`src/rtl/sha_add_sequencer.sv`:
```
// Multi-operand modular adder controller. Two requesters share one external
// combinational 32-bit adder; each streams a packet of operands and receives
// a single mod-2^32 sum. The adder output is sampled only after ADD_WAIT
// cycles of stable inputs so that the carry chain has settled.
module sha_add_sequencer #(
  parameter int unsigned ADD_WAIT = 4
) (
  input  logic        clk,
  input  logic        rst,
  input  logic [1:0]  op_valid,
  input  logic [1:0]  op_last,
  input  logic [31:0] op_data0,
  input  logic [31:0] op_data1,
  output logic [1:0]  op_ready,
  output logic [1:0]  res_valid,
  input  logic [1:0]  res_ready,
  output logic [31:0] res_data,
  output logic [31:0] add_a,
  output logic [31:0] add_b,
  input  logic [31:0] add_s,
  output logic        busy,
  output logic        grant
);

  localparam int unsigned CntW = (ADD_WAIT > 1) ? $clog2(ADD_WAIT) : 1;

  typedef enum logic [2:0] {
    StIdle,
    StFirst,
    StNext,
    StAdd,
    StDone
  } state_e;

  state_e        state;
  logic [31:0]   acc;
  logic [31:0]   opnd;
  logic [CntW-1:0] cnt;
  logic          last_r;
  logic          last_grant;

  logic          pick;
  logic [31:0]   data_g;
  logic          last_g;
  logic          take;

  // The adder operands are the accumulator and operand registers themselves,
  // so they stay stable for the whole settle window.
  assign add_a    = acc;
  assign add_b    = opnd;
  assign res_data = acc;

  // Round-robin: prefer the requester that did not own the previous packet.
  always_comb begin
    pick   = op_valid[~last_grant] ? ~last_grant : op_valid[1];
    data_g = grant ? op_data1 : op_data0;
    last_g = op_last[grant];
    take   = op_valid[grant] & op_ready[grant];
  end

  // Single FSM register block; all outputs are registered alongside the state.
  always_ff @(posedge clk) begin
    if (rst) begin
      state      <= StIdle;
      acc        <= '0;
      opnd       <= '0;
      cnt        <= '0;
      last_r     <= 1'b0;
      last_grant <= 1'b1;
      grant      <= 1'b0;
      op_ready   <= 2'b00;
      res_valid  <= 2'b00;
      busy       <= 1'b0;
    end else begin
      unique case (state)
        StIdle: begin
          if (|op_valid) begin
            grant    <= pick;
            op_ready <= pick ? 2'b10 : 2'b01;
            busy     <= 1'b1;
            state    <= StFirst;
          end
        end
        StFirst: begin
          if (take) begin
            acc <= data_g;
            if (last_g) begin
              op_ready  <= 2'b00;
              res_valid <= grant ? 2'b10 : 2'b01;
              state     <= StDone;
            end else begin
              state <= StNext;
            end
          end
        end
        StNext: begin
          if (take) begin
            opnd     <= data_g;
            last_r   <= last_g;
            cnt      <= CntW'(ADD_WAIT - 1);
            op_ready <= 2'b00;
            state    <= StAdd;
          end
        end
        StAdd: begin
          if (cnt == '0) begin
            acc <= add_s;
            if (last_r) begin
              res_valid <= grant ? 2'b10 : 2'b01;
              state     <= StDone;
            end else begin
              op_ready <= grant ? 2'b10 : 2'b01;
              state    <= StNext;
            end
          end else begin
            cnt <= cnt - 1'b1;
          end
        end
        StDone: begin
          if (res_ready[grant]) begin
            res_valid  <= 2'b00;
            busy       <= 1'b0;
            last_grant <= grant;
            state      <= StIdle;
          end
        end
        default: begin
          state     <= StIdle;
          op_ready  <= 2'b00;
          res_valid <= 2'b00;
          busy      <= 1'b0;
        end
      endcase
    end
  end

endmodule
```
`config.mk`:
```
export PLATFORM = sky130hd
export DESIGN_NAME = sha_add_sequencer
export DESIGN_NICKNAME = d
export VERILOG_FILES = /design/src/rtl/sha_add_sequencer.sv
export SDC_FILE = /design/constraint.sdc
export NUM_CORES = 1
export LEC_CHECK = 0
export CAP_MARGIN = 15
export CORE_MARGIN = 5
export CORE_UTILIZATION = 40
export DETAILED_ROUTE_END_ITERATION = 8
export GPL_ROUTABILITY_DRIVEN = 0
export PLACE_DENSITY = 0.81
export SLEW_MARGIN = 40
export SYNTH_ARGS = -nofsm -noshare
export SYNTH_HDL_FRONTEND = slang
export SYNTH_SLANG_ARGS = --single-unit
export TNS_END_PERCENT = 20
```
`constraint.sdc`:
```
create_clock -name clk -period 1.9 [get_ports clk]
set_clock_uncertainty 0.1 [all_clocks]
set_input_delay 0.19 -clock clk [delete_from_list [all_inputs] [get_ports clk]]
set_output_delay 0.19 -clock clk [all_outputs]
set_load 0.01 [all_outputs]
```
* Yosys cells after proc, flatten, opt, wreduce, memory -nomap -nowiden
Cells that the tools add are included.
** Storage, ports and cells
- Register bits after elaboration :: 77
- Bits in latches :: 0
- Memory bits (writable) :: 0
- Memory bits (read-only) :: 0
- Input bits :: 104
- Output and inout bits :: 102
- Word-level logic and storage cells :: 91
- Memories :: 0
** Operators by class
- $add $sub $neg :: 1
- Multiply operators :: 0
- Div/mod/pow operators :: 0
- $lt $le $gt $ge :: 2
- Equal/unequal tests :: 13
- Shift-type cells :: 0
- Muxes and demuxes :: 44
- Bitwise operators :: 5
- Reduce and logical (&&, ||, !) cells :: 16
** Operators with widths (count)
- $mux 32 :: 3
- $pmux 32 s2 :: 1
- $mux 2 :: 15
- $mux 3 :: 7
- $ne 2x2->1 const B :: 9
- $pmux 3 s5 :: 1
- $mux 1 :: 13
- $pmux 2 s5 :: 1
- $reduce_and 3->1 :: 3
- $pmux 2 s4 :: 1
- $reduce_and 7->1 :: 1
- $eq 3x2->1 const B :: 2
- $reduce_and 2->1 :: 3
- $reduce_and 6->1 :: 1
- $reduce_and 5->1 :: 1
- $lt 1x2->1 const B :: 2
- $not 1->1 :: 4
- $pmux 2 s2 :: 1
- $reduce_bool 2->1 :: 2
- $reduce_or 2->1 :: 2
- $eq 3x1->1 const B :: 1
- $eq 3x3->1 const B :: 1
- $logic_not 3->1 :: 1
- $pmux 1 s3 :: 1
- other kinds (4) :: 4

* Longest topological paths before layout
- Depth after elaboration :: 7
- Mapped depth :: 8
- Mapped depth without buffers :: 6

* Worst setup path before layout
No wires, ideal clock.
- Path type :: register to register
- Start point :: register grant
- End point :: register res_valid[0]
- Library setup time :: 0.121 ns
- Arrival :: 1.569 ns
- Setup slack :: 0.110 ns
- Cell stages (with the launch flop) :: 6
- Buffers on the path :: 1
- Clock period less this slack :: 1.790 ns
- Cell sequence :: dfxtp_1 > buf_2 > nand3_1 > a21o_1 > a211oi_1 > mux2_2
** Between the ends
- Cells in the longest elaborated chain, start to end :: 5
** RTL lines
- from (decl) :: RTL line 22 : output logic grant
- from (signal assigned) :: RTL line 78 : grant <= pick;
- $mux 1 (implied by the code) (2 in series) :: RTL line 58 : take = op_valid[grant] & op_ready[grant];
- $and 1x1->1 :: RTL line 58
- $ne 2x2->1 (no source line)
- $reduce_and 6->1 (no source line)
- to (signal assigned) :: RTL line 89 : res_valid <= grant ? 2'b10 : 2'b01;
- to (signal assigned) :: RTL line 109 : res_valid <= grant ? 2'b10 : 2'b01;
- to (decl) :: RTL line 15 : output logic [1:0] res_valid,
Several ways; a longest one is shown, not always the timed one. The select of a mux whose other input is x is not followed.
A chain may end at the register's enable or synchronous reset.

* Final worst setup path
- Start point :: register state[0]
- End point :: register res_valid[0]
** Between the ends
- Cells in the longest elaborated chain, start to end :: 4
** RTL lines
- from (decl) :: RTL line 35 : state_e state;
- from (signal assigned) :: RTL line 64 : state <= StIdle;
- from (signal assigned) :: RTL line 81 : state <= StFirst;
- from (signal assigned) :: RTL line 90 : state <= StDone;
- $eq 3x2->1 / $logic_not 3->1 (equally long branches) :: RTL line 75 : unique case (state)
- $reduce_or 2->1 (no source line)
- $not 1->1 (no source line)
- $reduce_and 6->1 (no source line)
Several ways; a longest one is shown, not always the timed one.

==> results.cfg <==
[die]
io_pins = 206
die_w_um = 109
dieArea_um2 = 11900
fp.coreArea_um2 = 9680
dieHeight_um = 109
initial_core_util = 0.406
rows = 36

[clock_tree]
htree_levels = 3
worstSkewPairLatency_ps = 340
numClockSinks = 77
cts_max_path_buffers = 2
path_clk_slew_ps = 80
root_buffer = clkbuf_8
cts_tree = built
numCtsBuffers = 9
hold_buffers = 0

[logic_synthesis]
syn_area_per_cell_um2 = 8.67
yosys_register_bits = 77
yosysMostFrequentCell = dfxtp_1
synth_top_area_share = 0.392
synth_top_flop_cell = dfxtp_1
syn_inst = 453
yosys_warnings = 0
synth.area.top_cells = dfxtp_1 39%, mux2i_1 9.7%, nand2_1 6.9%, buf_4 6.7%, o211ai_1 6.1%
synth.largest_area_cell = dfxtp_1
synth_nets = 558
ys_types = 43
synth-edff-count = 0
ys_top_cells_by_count = 77 x dfxtp_1, 72 x nand2_1, 39 x nor2_1
yosysSeqAreaShare = 0.392
ys_async_sr_fraction = 0
syn-cell-area_um2 = 3930

[timing]
rsz0062_at_grt = yes
worst_pin_slew_ps = 391
slew_viol_final = 0
finalCritPeriodShare = 0.957
finalSetupViolations = 0
timing.hold.ws_ps = 75.9
relSlewSlack = 0.737
finalHoldViolCount = 0
fin_crit_ps = 1820
fmax_ghz = 0.550

[drt]
viasPerCell = 5.10
ant_nets = 0
dr_total_vias = 3945
dr.pass1.iters = 4
routedWlPerCell_um = 16.4
wl_um = 12700
route.detailed.drc = 0
drtIter0Drc = 130

[global_route]
grt_use_total = 0.210
first_global_vias = 4051
grt_overflow = 0
grt_pass1_wl_um = 19700
grt_max_degree = 43
antenna_found_initial = 0

[power_and_ir_drop]
ir_drop_mv = 0.476
power.density_nw_per_um2 = 867
leakage_nw = 2.25
power_mw = 5.50

[critical_path]
critPathCaptureType = register
required_ps = 2040
critPathMaxStageDelay_ps = 540
worst_setup_path_start_kind = register
crit_chain = buf_4 > nor3b_1 > a211oi_1 > buf_4 > mux2_2
crit_top_cell = buf_4
worstPathMaxFanout = 9
crit_type = register to register
critical_path_arrival_ps = 1960
slowest_stage = dfxtp_1

[worst_hold_path]
min_path_type = input port to register

[cells_and_area]
drive_above_1_share = 0.125
fin_cells = 774
diodes = 0
fin_util = 0.656
area_delta_synth_final_pct = 61.7
nets = 742

[status]
outcome = complete, no violations

[place]
hpwl_um = 9730
placed_cells = 755
portBuffers = 205

[flow_run]
max_cap_viol_count = 0
==> path summary, 6_finish.rpt <==
path / cells past startpoint / startpoint / to / slack (ps)
worst max-delay path: 5 / state[0] / res_valid[0] / 80
worst min-delay path: 2 / rst / cnt[0] / 80
worst max register to register: 5 / state[0] / res_valid[0] / 80
worst min register to register: 2 / res_valid[1] / res_valid[1] / 360
==> what timing repair did <==
item / 4_1_cts / 5_1_grt
setup endpoints to repair: 2 / 17
setup buffers: 0 / 3
resized for setup: 6 / 7
pin swaps: 0 / 1
gates cloned: 1 / 0
==> report_power, final <==
group	internal, mW	total, mW	switching [mW]
registers	1.79	1.97	0.186
clock network	0.667	1.27	0.601
logic	1.25	2.26	1.01
total	3.70	5.50	1.80
==> layer usage <==
metal  vias to the layer above  track usage  routed length (µm)
met5                         -            0                   0
met4                         0       0.0712                 191
met3                        16       0.0574                 968
met2                       154        0.360                6260
met1                      1834        0.252                5300
li1                       1941            -                   -
==> registers in the layout, indices dropped and copies added (netlist names) <==
name,count
res_valid,2
cnt,2
grant,1
add_b,32
op_ready,2
state,3
last_r,1
add_a,32
last_grant,1
busy,1
==> cell usage in the layout (no fill, tap or decap), drive strengths merged, types with 2 or more instances in the layout <==
| cell | count |
|---|---|
| nand3 | 3 |
| a211oi | 37 |
| clkbuf | 11 |
| o21ai | 4 |
| o211ai | 32 |
| nand3b | 2 |
| a21o | 2 |
| mux2i | 38 |
| clkinv | 3 |
| nor2 | 39 |
| nor3b | 3 |
| inv | 4 |
| a21boi | 2 |
| dfxtp | 77 |
| a32o | 2 |
| a22oi | 2 |
| o311a | 2 |
| nand2 | 72 |
| nor2b | 6 |
| mux2 | 2 |
| clkdlybuf4s50 | 204 |
| a21oi | 36 |
| nand2b | 3 |
| nor3 | 2 |
| buf | 38 |
==> cell families (layout without fill, tap and decap cells) <==
logic type / Yosys count / after routing / share of synthesized area
AND/OR/NAND/NOR: 135 / 135 / 0.150
AO/OA/AOI/OAI: 124 / 124 / 0.236
flip-flops: 77 / 77 / 0.392
buffers and inverters: 75 / 263 / 0.113
multiplexers: 40 / 40 / 0.103
adder cells (fa/ha/maj): 1 / 1 / 0.00319
XOR/XNOR: 1 / 1 / 0.00223
==> layout make-up <==
type | count | area, µm²
Fill cell | 810 | 3330
Timing Repair Buffer | 243 | 2440
Multi-Input combinational cell | 301 | 1980
Sequential cell | 77 | 1550
Tap cell | 133 | 166
Clock buffer | 11 | 151
Clock inverter | 4 | 47.5
Inverter | 5 | 18.8
==> critical path: cells and delay by family (launching register included) <==
| kind | cells | cell delay [ps] |
|---|---|---|
| DFF | 1 | 540 |
| muxes | 1 | 250 |
| and+or+nand+nor | 1 | 310 |
| buffers and inverters | 2 | 380 |
| AOI/OAI and AO/OA | 1 | 130 |
==> per-stage QoR <==
stage	setup slack, ps	setup TNS [ps]	instance area, µm²
2_1_floorplan	110	0	3930
3_3_place_gp	-156	-5610	6050
3_5_place_dp	-239	-9570	6050
4_1_cts	47.7	0	6300
5_1_grt	-22.2	-33.4	6350
6_report	82.2	0	6350
Note: power is estimated with default switching activity, not from simulation.
